===== config.mk =====
export PLATFORM = sky130hd
export DESIGN_NAME = ring_cadence_gen
export DESIGN_NICKNAME = d
export VERILOG_FILES = /design/src/rtl/ring_cadence_gen_pkg.sv /design/src/rtl/ring_cadence_gen_timer.sv /design/src/rtl/ring_cadence_gen.sv
export SDC_FILE = /design/constraint.sdc
export NUM_CORES = 1
export LEC_CHECK = 0
export ABC_AREA = 1
export ABC_CLOCK_PERIOD_IN_PS = 3600
export CAP_MARGIN = 20
export CORE_UTILIZATION = 35
export DETAILED_ROUTE_END_ITERATION = 8
export GPL_ROUTABILITY_DRIVEN = 0
export PLACE_DENSITY = 0.58
export SLEW_MARGIN = 20
export SYNTH_ARGS = -nofsm -noshare
export SYNTH_HDL_FRONTEND = slang
export SYNTH_SLANG_ARGS = --single-unit

===== constraint.sdc =====
create_clock -name clk -period 3.6 [get_ports clk]
set_clock_uncertainty 0.1 [all_clocks]
set_input_delay 0.72 -clock clk [delete_from_list [all_inputs] [get_ports clk]]
set_output_delay 0.72 -clock clk [all_outputs]
set_load 0.02 [all_outputs]

===== src/rtl/ring_cadence_gen_pkg.sv =====
// ============================================================================
// Module   : ring_pkg
// Purpose  : Shared definitions for the ring cadence generator: the FSM state
//            encoding, the default cadence constants and the timer width
//            helper used to size the shared cadence down-counter.
// Ports    : none (package)
// Revision : 1.0 - initial release
// ============================================================================
`default_nettype none

package ring_pkg;

    // Controller states (encoding is fixed for compatibility with ringer_module tooling)
    typedef enum logic [1:0] {
        IDLE       = 2'd0,
        RING_ON    = 2'd1,
        RING_OFF   = 2'd2,
        WAIT_CLEAR = 2'd3
    } ring_state_e;

    // Default cadence: 8 cycles on, 16 cycles off, 4 bursts
    localparam int C_DEF_ON_CYCLES  = 8;
    localparam int C_DEF_OFF_CYCLES = 16;
    localparam int C_DEF_MAX_RINGS  = 4;
    localparam int C_DEF_CNT_W      = 8;

    // Timer must hold ON_CYCLES-1 and OFF_CYCLES-1; never narrower than 1 bit.
    function automatic int timer_width(input int on_cycles, input int off_cycles);
        int m;
        int w;
        m = (on_cycles > off_cycles) ? on_cycles : off_cycles;
        w = $clog2(m);
        return (w < 1) ? 1 : w;
    endfunction

endpackage : ring_pkg

`default_nettype wire


===== src/rtl/ring_cadence_gen_timer.sv =====
// ============================================================================
// Module   : cadence_timer
// Purpose  : Loadable down-counter shared by the ON and OFF ring phases.
//            A load takes priority over counting; counting stops at zero.
// Ports    : clk, rst_n  - clock, synchronous active-low reset
//            load        - load load_val this cycle
//            load_val    - reload value
//            en          - decrement enable
//            zero        - counter currently equals zero
// Revision : 1.0 - initial release
// ============================================================================
`default_nettype none

module cadence_timer #(
    parameter int WIDTH = 4
) (
    input  logic             clk,
    input  logic             rst_n,
    input  logic             load,
    input  logic [WIDTH-1:0] load_val,
    input  logic             en,
    output logic             zero
);

    logic [WIDTH-1:0] r_count;

    always_ff @(posedge clk) begin
        if (!rst_n) begin
            r_count <= '0;
        end else if (load) begin
            r_count <= load_val;
        end else if (en && (r_count != '0)) begin
            r_count <= r_count - WIDTH'(1);
        end
    end

    assign zero = (r_count == '0);

endmodule : cadence_timer

`default_nettype wire


===== src/rtl/ring_cadence_gen.sv =====
// ============================================================================
// Module   : ring_cadence_gen
// Purpose  : Turns a level "incoming call" request into a cadenced ring
//            request for ringer_module: ON_CYCLES high, OFF_CYCLES low, for
//            MAX_RINGS bursts. Aborts on answer or caller hang-up; pulses
//            missed when the bursts run out and then waits for call_in to drop.
// Ports    : clk, rst_n   - clock, synchronous active-low reset
//            call_in      - high while a call is incoming
//            answer       - user answered
//            ring         - cadenced ring request (registered)
//            ringing      - high in RING_ON / RING_OFF (registered)
//            ring_num     - current burst number 1..MAX_RINGS, else 0
//            missed       - one-cycle missed-call pulse
//            clr_missed   - (RING_MISSED_COUNT_EN) clear missed counter
//            missed_count - (RING_MISSED_COUNT_EN) saturating missed count
// Config   : define RING_MISSED_COUNT_EN to add the missed-call counter.
// Revision : 1.0 - initial release
// ============================================================================
`default_nettype none

module ring_cadence_gen
    import ring_pkg::*;
#(
    parameter int ON_CYCLES  = C_DEF_ON_CYCLES,
    parameter int OFF_CYCLES = C_DEF_OFF_CYCLES,
    parameter int MAX_RINGS  = C_DEF_MAX_RINGS,
    parameter int CNT_W      = C_DEF_CNT_W
) (
    input  logic                           clk,
    input  logic                           rst_n,
    input  logic                           call_in,
    input  logic                           answer,
    output logic                           ring,
    output logic                           ringing,
    output logic [$clog2(MAX_RINGS+1)-1:0] ring_num,
    output logic                           missed
`ifdef RING_MISSED_COUNT_EN
    ,
    input  logic                           clr_missed,
    output logic [CNT_W-1:0]               missed_count
`endif
);

    localparam int C_TMR_W = timer_width(ON_CYCLES, OFF_CYCLES);
    localparam int C_NUM_W = $clog2(MAX_RINGS + 1);

    localparam logic [1:0] C_ST_IDLE       = IDLE;
    localparam logic [1:0] C_ST_RING_ON    = RING_ON;
    localparam logic [1:0] C_ST_RING_OFF   = RING_OFF;
    localparam logic [1:0] C_ST_WAIT_CLEAR = WAIT_CLEAR;

    localparam logic [C_TMR_W-1:0] C_ON_LOAD  = C_TMR_W'(ON_CYCLES - 1);
    localparam logic [C_TMR_W-1:0] C_OFF_LOAD = C_TMR_W'(OFF_CYCLES - 1);
    localparam logic [C_NUM_W-1:0] C_MAX_NUM  = C_NUM_W'(MAX_RINGS);
    localparam logic [C_NUM_W-1:0] C_NUM_ONE  = C_NUM_W'(1);

    // Elaboration-time parameter sanity checks
    generate
        if ((ON_CYCLES < 1) || (OFF_CYCLES < 1) || (MAX_RINGS < 1) || (CNT_W < 1)) begin : g_param_check
            $error("ring_cadence_gen: ON_CYCLES, OFF_CYCLES, MAX_RINGS and CNT_W must all be >= 1");
        end
    endgenerate

    logic [1:0]         r_state;
    logic               r_ring;
    logic               r_ringing;
    logic [C_NUM_W-1:0] r_ring_num;
    logic               r_missed;

    logic [1:0]         w_state_nxt;
    logic [C_NUM_W-1:0] w_num_nxt;
    logic               w_missed_nxt;
    logic               w_tmr_load;
    logic [C_TMR_W-1:0] w_tmr_val;
    logic               w_tmr_en;
    logic               w_tmr_zero;
    logic               w_abort;

    // Hang-up or answer ends an active call; checked before timer expiry so
    // an abort on the final OFF cycle never produces a missed pulse.
    assign w_abort  = answer || !call_in;
    assign w_tmr_en = (r_state == C_ST_RING_ON) || (r_state == C_ST_RING_OFF);

    cadence_timer #(
        .WIDTH    (C_TMR_W)
    ) u_timer (
        .clk      (clk),
        .rst_n    (rst_n),
        .load     (w_tmr_load),
        .load_val (w_tmr_val),
        .en       (w_tmr_en),
        .zero     (w_tmr_zero)
    );

    always_comb begin
        w_state_nxt  = r_state;
        w_num_nxt    = r_ring_num;
        w_missed_nxt = 1'b0;
        w_tmr_load   = 1'b0;
        w_tmr_val    = C_ON_LOAD;

        case (r_state)
            C_ST_IDLE: begin
                if (call_in) begin
                    w_state_nxt = C_ST_RING_ON;
                    w_num_nxt   = C_NUM_ONE;
                    w_tmr_load  = 1'b1;
                    w_tmr_val   = C_ON_LOAD;
                end
            end
            C_ST_RING_ON: begin
                if (w_abort) begin
                    w_state_nxt = C_ST_IDLE;
                    w_num_nxt   = '0;
                end else if (w_tmr_zero) begin
                    w_state_nxt = C_ST_RING_OFF;
                    w_tmr_load  = 1'b1;
                    w_tmr_val   = C_OFF_LOAD;
                end
            end
            C_ST_RING_OFF: begin
                if (w_abort) begin
                    w_state_nxt = C_ST_IDLE;
                    w_num_nxt   = '0;
                end else if (w_tmr_zero) begin
                    if (r_ring_num < C_MAX_NUM) begin
                        w_state_nxt = C_ST_RING_ON;
                        w_num_nxt   = r_ring_num + C_NUM_ONE;
                        w_tmr_load  = 1'b1;
                        w_tmr_val   = C_ON_LOAD;
                    end else begin
                        w_state_nxt  = C_ST_WAIT_CLEAR;
                        w_num_nxt    = '0;
                        w_missed_nxt = 1'b1;
                    end
                end
            end
            C_ST_WAIT_CLEAR: begin
                // Unanswered call must not re-ring until the caller clears
                if (!call_in) begin
                    w_state_nxt = C_ST_IDLE;
                end
            end
            default: begin
                w_state_nxt = C_ST_IDLE;
                w_num_nxt   = '0;
            end
        endcase
    end

    // Outputs are decoded from the next state so they line up with it
    always_ff @(posedge clk) begin
        if (!rst_n) begin
            r_state    <= C_ST_IDLE;
            r_ring     <= 1'b0;
            r_ringing  <= 1'b0;
            r_ring_num <= '0;
            r_missed   <= 1'b0;
        end else begin
            r_state    <= w_state_nxt;
            r_ring     <= (w_state_nxt == C_ST_RING_ON);
            r_ringing  <= (w_state_nxt == C_ST_RING_ON) || (w_state_nxt == C_ST_RING_OFF);
            r_ring_num <= w_num_nxt;
            r_missed   <= w_missed_nxt;
        end
    end

    assign ring     = r_ring;
    assign ringing  = r_ringing;
    assign ring_num = r_ring_num;
    assign missed   = r_missed;

`ifdef RING_MISSED_COUNT_EN
    logic [CNT_W-1:0] r_missed_count;

    // Counts on the same edge that raises the missed pulse; clear wins.
    always_ff @(posedge clk) begin
        if (!rst_n) begin
            r_missed_count <= '0;
        end else if (clr_missed) begin
            r_missed_count <= '0;
        end else if (w_missed_nxt && (r_missed_count != '1)) begin
            r_missed_count <= r_missed_count + CNT_W'(1);
        end
    end

    assign missed_count = r_missed_count;
`endif

endmodule : ring_cadence_gen

`default_nettype wire


== After elaboration in Yosys (flattened, before gate mapping) ==
Index checks and enable logic that the tools add are counted.
Storage, ports and cells
  output and inout port bits: 6
  memory bits (writable): 0
  input bits: 4
  bits in latches: 0
  memory bits (read-only): 0
  memories kept: 0
  flip-flop bits (word level): 12
  word-level logic and storage cells: 59
Operators by class
  multiplexer cells: 27
  multiply operators: 0
  equality and inequality tests: 8
  divide/modulo/power cells: 0
  $lt $le $gt $ge: 1
  reduce and logical (&&, ||, !) cells: 12
  add/sub/neg operators: 2
  bitwise operators: 3
  shifts and indexed selects: 0
Operator list (count)
  4-bit 2-to-1 mux: 5
  3-bit 2-to-1 mux: 5
  2-bit 2-to-1 mux: 7
  3-bit one-hot mux with 3 select lines: 1
  2-bit one-hot mux with 4 select lines: 1
  1-bit 2-to-1 mux: 7
  2-bit equality test (second input constant): 3
  2-bit by 1-bit equality test with 1-bit output (second input constant): 2
  4-bit logical NOT: 1
  2-bit inequality test (second input constant): 2
  4-bit AND reduction: 1
  4-bit nonzero test: 1
  4-bit OR reduction: 1
  4-bit by 1-bit subtractor with 4-bit output (second input constant): 1
  3-bit by 1-bit adder with 3-bit output (second input constant): 1
  1-bit logical OR: 3
  3-bit less-than comparator (second input constant): 1
  3-bit by 2-bit inequality test with 1-bit output (second input constant): 1
  1-bit inverter: 3
  1-bit one-hot mux with 3 select lines: 1
  3-bit nonzero test: 1
  2-bit logical NOT: 1
  2-bit nonzero test: 1
  1-bit logical AND: 1
  1-bit logical NOT: 1

== Longest topological paths before layout ==
Gate-level depths: netlist (run 1).
  depth after elaboration: 7
  depth in mapped cells: 11

== Modules after synthesis ==
From an unflattened synthesis (run 1), not the netlist that was laid out.
Second synthesis, totals
  cells, all modules: 129
  area, all modules: 840.8 µm²
Modules (own cells, without submodules)
  ring_cadence_gen: instances 1, cells an instance 88, area each 566.8 µm²
  cadence_timer: instances 1, cells an instance 41, area each 274.0 µm²

== Worst setup path after synthesis (run 1) ==
No wires, ideal clock.
  path kind: input-to-reg
  from: input answer
  to: register r_ringing (netlist: ringing)
  path buffers: 0
  path slack: 1.817 ns
  arrival time: 1.619 ns
  library setup time: 0.065 ns
  cell stages on the path: 8
  required time: 3.435 ns
  path through: inv_1 nand3_2 inv_1 o21ai_0 o211ai_1 a31oi_1 ha_1 nor2_1
Between the ends
  word-level cells in the longest chain between the ends: 5
  elaborated cells between the ends (all ways): 7
RTL lines
  start, declared: line ring_cadence_gen.sv:32  | input logic answer,
  1-bit logical OR (*): line ring_cadence_gen.sv:81  | assign w_abort = answer || !call_in;
  2-bit 2-to-1 mux, on equally long branches: line ring_cadence_gen.sv:122, ring_cadence_gen.sv:112
  2-bit one-hot mux with 4 select lines (*): line ring_cadence_gen.sv:102  | case (r_state)
  2-bit by 1-bit equality test with 1-bit output / 2-bit equality test (equally long branches): line ring_cadence_gen.sv:162  | r_ringing <= (w_state_nxt == C_ST_RING_ON) || (w_state_nxt == C_ST_RING_OFF);
  1-bit logical OR (*): line ring_cadence_gen.sv:162
  end signal, assigned: line ring_cadence_gen.sv:162
  end, declared: line ring_cadence_gen.sv:66  | logic r_ringing;
Every way passes the cells marked *; elsewhere a longest branch is shown, timed or not.
A chain may end at the register's enable or synchronous reset.

== Worst setup path in the final report (run 1) ==
  from: input call_in
  to: register r_ringing (netlist: ringing)
Between the ends
  word-level cells in the longest chain between the ends: 6
  elaborated cells between the ends (all ways): 10
RTL lines
  start, declared: line ring_cadence_gen.sv:31  | input logic call_in,
  1-bit logical NOT
  1-bit logical OR: line ring_cadence_gen.sv:81
  2-bit 2-to-1 mux, on equally long branches: line ring_cadence_gen.sv:122, ring_cadence_gen.sv:112
  2-bit one-hot mux with 4 select lines (*): line ring_cadence_gen.sv:102
  2-bit by 1-bit equality test with 1-bit output / 2-bit equality test (equally long branches): line ring_cadence_gen.sv:162
  1-bit logical OR (*): line ring_cadence_gen.sv:162
Marks and branches as above.

==> results of run 1 <==
-- registers in the layout, summed over array words and instances (netlist names) --
signal           cells
u_timer.r_count      4
ring_num             3
r_state              2
missed               1
ring                 1
ringing              1
-- through the flow --
stage | util [%] | instances
5_1_grt | 45.0 | 143
3_5_place_dp | 43.9 | 140
4_1_cts | 45.0 | 143
3_3_place_gp | 43.9 | 140
6_report | 45.0 | 143
2_1_floorplan | - | 104
-- cell families (layout without fill, tap and decap cells) --
logic type / Yosys count / after routing / synth area share (%)
AND/OR/NAND/NOR: 42 / 42 / 25.1
buffers and inverters: 20 / 32 / 10.2
AO/OA/AOI/OAI: 18 / 18 / 13.2
flip-flops: 12 / 12 / 32.6
adder cells (fa/ha/maj): 9 / 9 / 15.3
XOR/XNOR: 3 / 3 / 3.57
-- metal layers --
layer  vias up  track usage, %  part of all wire [%]
li1        359               -                     -
met1       291            18.4                    48
met2         8            24.3                    46
met3         4            3.40                   3.9
met4         0            5.00                   1.5
met5         -               0                     0
-- worst paths after layout --
kind                                  start          end  slack [ps]  depth (start not counted)
worst max-delay path                call_in      ringing        1420                          8
worst min-delay path            ring_num[1]  ring_num[1]         370                          2
worst max register to register   r_state[0]      ringing        1720                         10
worst min register to register  ring_num[1]  ring_num[1]         370                          2
-- cells in the final DEF (no fill, tap or decap) --
master / count
inv_1: 20
dfxtp_1: 12
clkbuf_4: 3
xor2_1: 3
ha_1: 9
nor2_2: 1
nand3b_1: 1
clkdlybuf4s50_1: 9
nand2_1: 18
nand3_2: 1
nor3_1: 3
nor2_1: 10
a31oi_1: 2
o21ai_0: 5
o211ai_1: 1
a21oi_1: 9
nand2_2: 1
a211oi_1: 1
nand3_1: 7
-- cell type report --
type | instances | area [um2]
multi-input combinational | 72 | 422
tap | 27 | 33.8
sequential | 12 | 240
inverter | 20 | 75.1
fill | 222 | 1080
timing repair buffer | 9 | 90.1
clock buffer | 3 | 22.5
-- where the power goes --
group / switching, mW / leakage [nW] / internal, mW
Clock: 0.0421 / 0.0138 / 0.0387
Sequential: 0.00899 / 0.0993 / 0.145
Combinational: 0.0482 / 0.317 / 0.0341
Total: 0.0992 / 0.431 / 0.217
-- worst max-delay path: stages --
cell and delay, ps:
clkdlybuf4s50_1 580, nand3_2 170, inv_1 110, o21ai_0 80, o211ai_1 120, a31oi_1 120, ha_1 290, nor2_1 90
==> run summary, run 1 <==
First-pass GRT wire length -> 2350 um
Cell area after placement -> 861 um2
Core region area -> 0.00196 mm2
Pre-CTS WS -> 1140 ps
WL per Instance -> 9.73 um
Main synth FF type -> dfxtp_1
Final setup fails -> 0
Lkg Pwr -> 0.431 nW
Top post-synthesis cells by area -> dfxtp_1, ha_1, inv_1
WL final -> 1390 um
Final Hold Viols -> 0
DIE HEIGHT -> 47.9 um
Initial DRC Count -> 15
GRT overflow -> 0
Worst skew pair latency -> 270 ps
Detailed Routing Iterations Pass 1 -> 4
Sequential fraction of the synthesis area -> 32.6%
Worst-Margin Slew -> 285 ps
Post-DP HPWL -> 1130 um
Clock transition at the registers of the reported paths -> 70 ps
Initial antenna violation count -> 0
Post-synthesis instance total -> 104
Die extent in x -> 47.9 um
Syn nets -> 117
Cts hold-fix bufs -> 0
Max Slew Vio Count -> 0
Most frequent cell after synthesis -> inv_1
Detailed-route vias per instance -> 4.63
PortBufs -> 9
Total Die Area -> 0.00229 mm2
Critical path data arrival time -> 2280 ps
Vias -> 662
Top cell type by total area after synthesis -> dfxtp_1
CTS Sinks -> 12
Worst EP required -> 3710 ps
Final TNS setup -> 0 ps
HP Class -> reg -> reg
CTS buffer count -> 3
EDFF count, synth -> 0
CP Launch Type -> input pin
Ys async rst share -> 0%
Detail Route Antenna Nets -> 0
Max VDD drop -> 0.191 mV
Setup WS post-layout -> 1420 ps
Slew headroom -> 81.0%
Max Root-Sink Buffers -> 2
Synth top area share -> 32.6%
Fin crit period -> 2180 ps
Cts repair resizes -> 0
Inserted Diodes -> 0
WHS -> 366 ps
Worst Setup Path Type -> in -> reg
CTS tree -> built
Number of global-route vias before repair -> 591
Synth cell types -> 17
Area Overhead vs Synth -> 19.9%
Syn Area/Cell -> 7.09 um2
Tot GR Track Use -> 14.6%
Crit end category -> flop
Fin area -> 883 um2
Clock root cell -> clkbuf_4
Total Power -> 0.317 mW
Max-Cap Viols -> 0
Post-Syn Area -> 737 um2
Layout cells sized above 1 -> 5.17%
CP max FO -> 6
Largest net degree at the start of global routing -> 9
Post-CTS Setup Bufs -> 0
Synthesis Warnings -> 0
RSZ-0062 raised after global routing -> no
#FFs+latches synth -> 12
Number of I/O pins -> 10
Final nets -> 131
Outcome -> completed
H-tree levels -> 1
Final worst path period share -> 60.5%
Most frequent cells after synthesis -> inv_1, nand2_1, dfxtp_1
Pwr Density -> 359 mW/mm2
Row count -> 16
DR DRC count -> 0
Starting Density -> 37.6%
Max frequency -> 0.459 GHz
Power figures use the tool's default switching activity.
==> run 2, diff against run 1 <==
- ABC_CLOCK_PERIOD_IN_PS: 3600 -> 2040
- clock period: 3.6 -> 2.04 ns (I/O delays scaled with it)
==> run 2 against run 1 <==
Effect of this change:
- critical path depth grew 2
- hold slack gained 3.3 ps
- non-clock buffer count grew 5
- setup slack lost 1200 ps
- sequential cell count is the same
- combinational power grew 90%
- utilization grew 2.4 points
- sequential share of layout area shrank 1.4 points
- sequential power grew 76%
- die area is the same
- clock power grew 77%
==> run summary, run 2 (synthesis results as in run 1) <==
Outcome -> completed
CP Launch Type -> flop
Core region area -> 0.00196 mm2
CTS tree -> built
DIE HEIGHT -> 47.9 um
Total Die Area -> 0.00229 mm2
Crit end category -> flop
Starting Density -> 37.6%
Initial DRC Count -> 21
WHS -> 369 ps
CP max FO -> 6
Vias -> 677
HP Class -> reg -> reg
First-pass GRT wire length -> 2370 um
Row count -> 16
Area of the multi-input gates -> 430 um2
Final setup fails -> 0
Top reg by flops -> u_timer.r_count
Met3 Resource Use GR -> 2.26%
Commonest non-fill, non-tap cells in the layout -> inv_1, nand2_1, dfxtp_1
Register area -> 240 um2
Routing usage on met2 -> 24.6%
FILL cells -> 220
Tot GR Track Use -> 15.3%
WL final -> 1430 um
Number of global-route vias before repair -> 582
Largest net degree at the start of global routing -> 9
Max VDD drop -> 0.441 mV
Busiest grt layer -> met2
CTS Sinks -> 12
Worst EP required -> 2150 ps
Max-Cap Viols -> 0
Final Hold Viols -> 0
Detailed Routing Iterations Pass 1 -> 4
Max Root-Sink Buffers -> 2
Fin crit period -> 1850 ps
Die extent in x -> 47.9 um
CTS buffer count -> 3
GRT overflow -> 0
Lkg Pwr -> 0.455 nW
Area Overhead vs Synth -> 26.1%
Worst Setup Path Type -> reg -> reg
RSZ-0062 raised after global routing -> no
Post-CTS Setup Bufs -> 0
Number of I/O pins -> 10
Cell area after placement -> 898 um2
Pwr Density -> 613 mW/mm2
Final worst path period share -> 90.6%
DR DRC count -> 0
Worst-Margin Slew -> 258 ps
WL per Instance -> 9.65 um
Detail Route Antenna Nets -> 0
Slew headroom -> 82.8%
H-tree levels -> 1
Largest register FFs -> 4
Initial antenna violation count -> 0
Critical path data arrival time -> 1960 ps
Inserted Diodes -> 0
Layout cells sized above 1 -> 10.7%
Clock transition at the registers of the reported paths -> 70 ps
Max frequency -> 0.541 GHz
Max Slew Vio Count -> 0
Met1 GRT Util -> 19.0%
Detailed-route vias per instance -> 4.57
PortBufs -> 9
Worst skew pair latency -> 270 ps
Commonest non-fill, non-tap cell in the layout -> inv_1
Clock root cell -> clkbuf_4
Fin area -> 930 um2
Final nets -> 136
Post-DP HPWL -> 1160 um
Total Power -> 0.570 mW
==> run 2: final cells by class <==
class / count / share of cell area [%]
multi-input combinational: 72 / 46.3
sequential: 12 / 25.8
timing repair buffer: 14 / 13.7
inverter: 20 / 8.08
tap: 27 / 3.63
clock buffer: 3 / 2.42
==> run 2: power breakdown <==
group | switching, mW | internal, mW
Combinational | 0.0901 | 0.0658
Sequential | 0.0155 | 0.255
Clock | 0.0746 | 0.0683
==> run 2: worst max-delay path, stage by stage (launching register included) <==
cell and delay [ps]:
dfxtp_1 370, inv_1 130, ha_1 210, nand3_1 160, inv_1 80, nand2_1 60, nand3_1 80, a31oi_2 170
inv_1 70, ha_1 260, nor2_1 90
==> run 2: timing repair <==
item	in CTS	in global routing
hold buffers	0	0
resized for setup	0	2
hold endpoints to repair	0	0
endpoints found under the setup margin	0	2
==> run 2: metrics by stage <==
step | util [%] | TNS (ps) | setup slack (ps) | instances
finish | 47.4 | 0 | 191 | 148
global route | 47.4 | 0 | 31.7 | 148
CTS | 46.9 | 0 | 78.4 | 148
detailed placement | 45.8 | -43.5 | -43.5 | 145
global placement | 45.8 | -43.4 | -43.4 | 145
floorplan | - | 0 | 328 | 104
==> run 2: worst paths after layout <==
path | from | end | slack [ps] | depth (start not counted)
hold / removal | ring_num[1] | ring_num[1] | 370 | 2
setup / recovery | r_state[1] | ringing | 190 | 10
hold reg to reg | ring_num[1] | ring_num[1] | 370 | 2
setup reg to reg | r_state[1] | ringing | 190 | 10
==> run 2: per-layer routing <==
metal / up-vias / share of wire (%)
li1: 368 / -
met1: 293 / 51
met2: 9 / 44
met3: 7 / 2.2
met4: 0 / 3.3
met5: - / 0
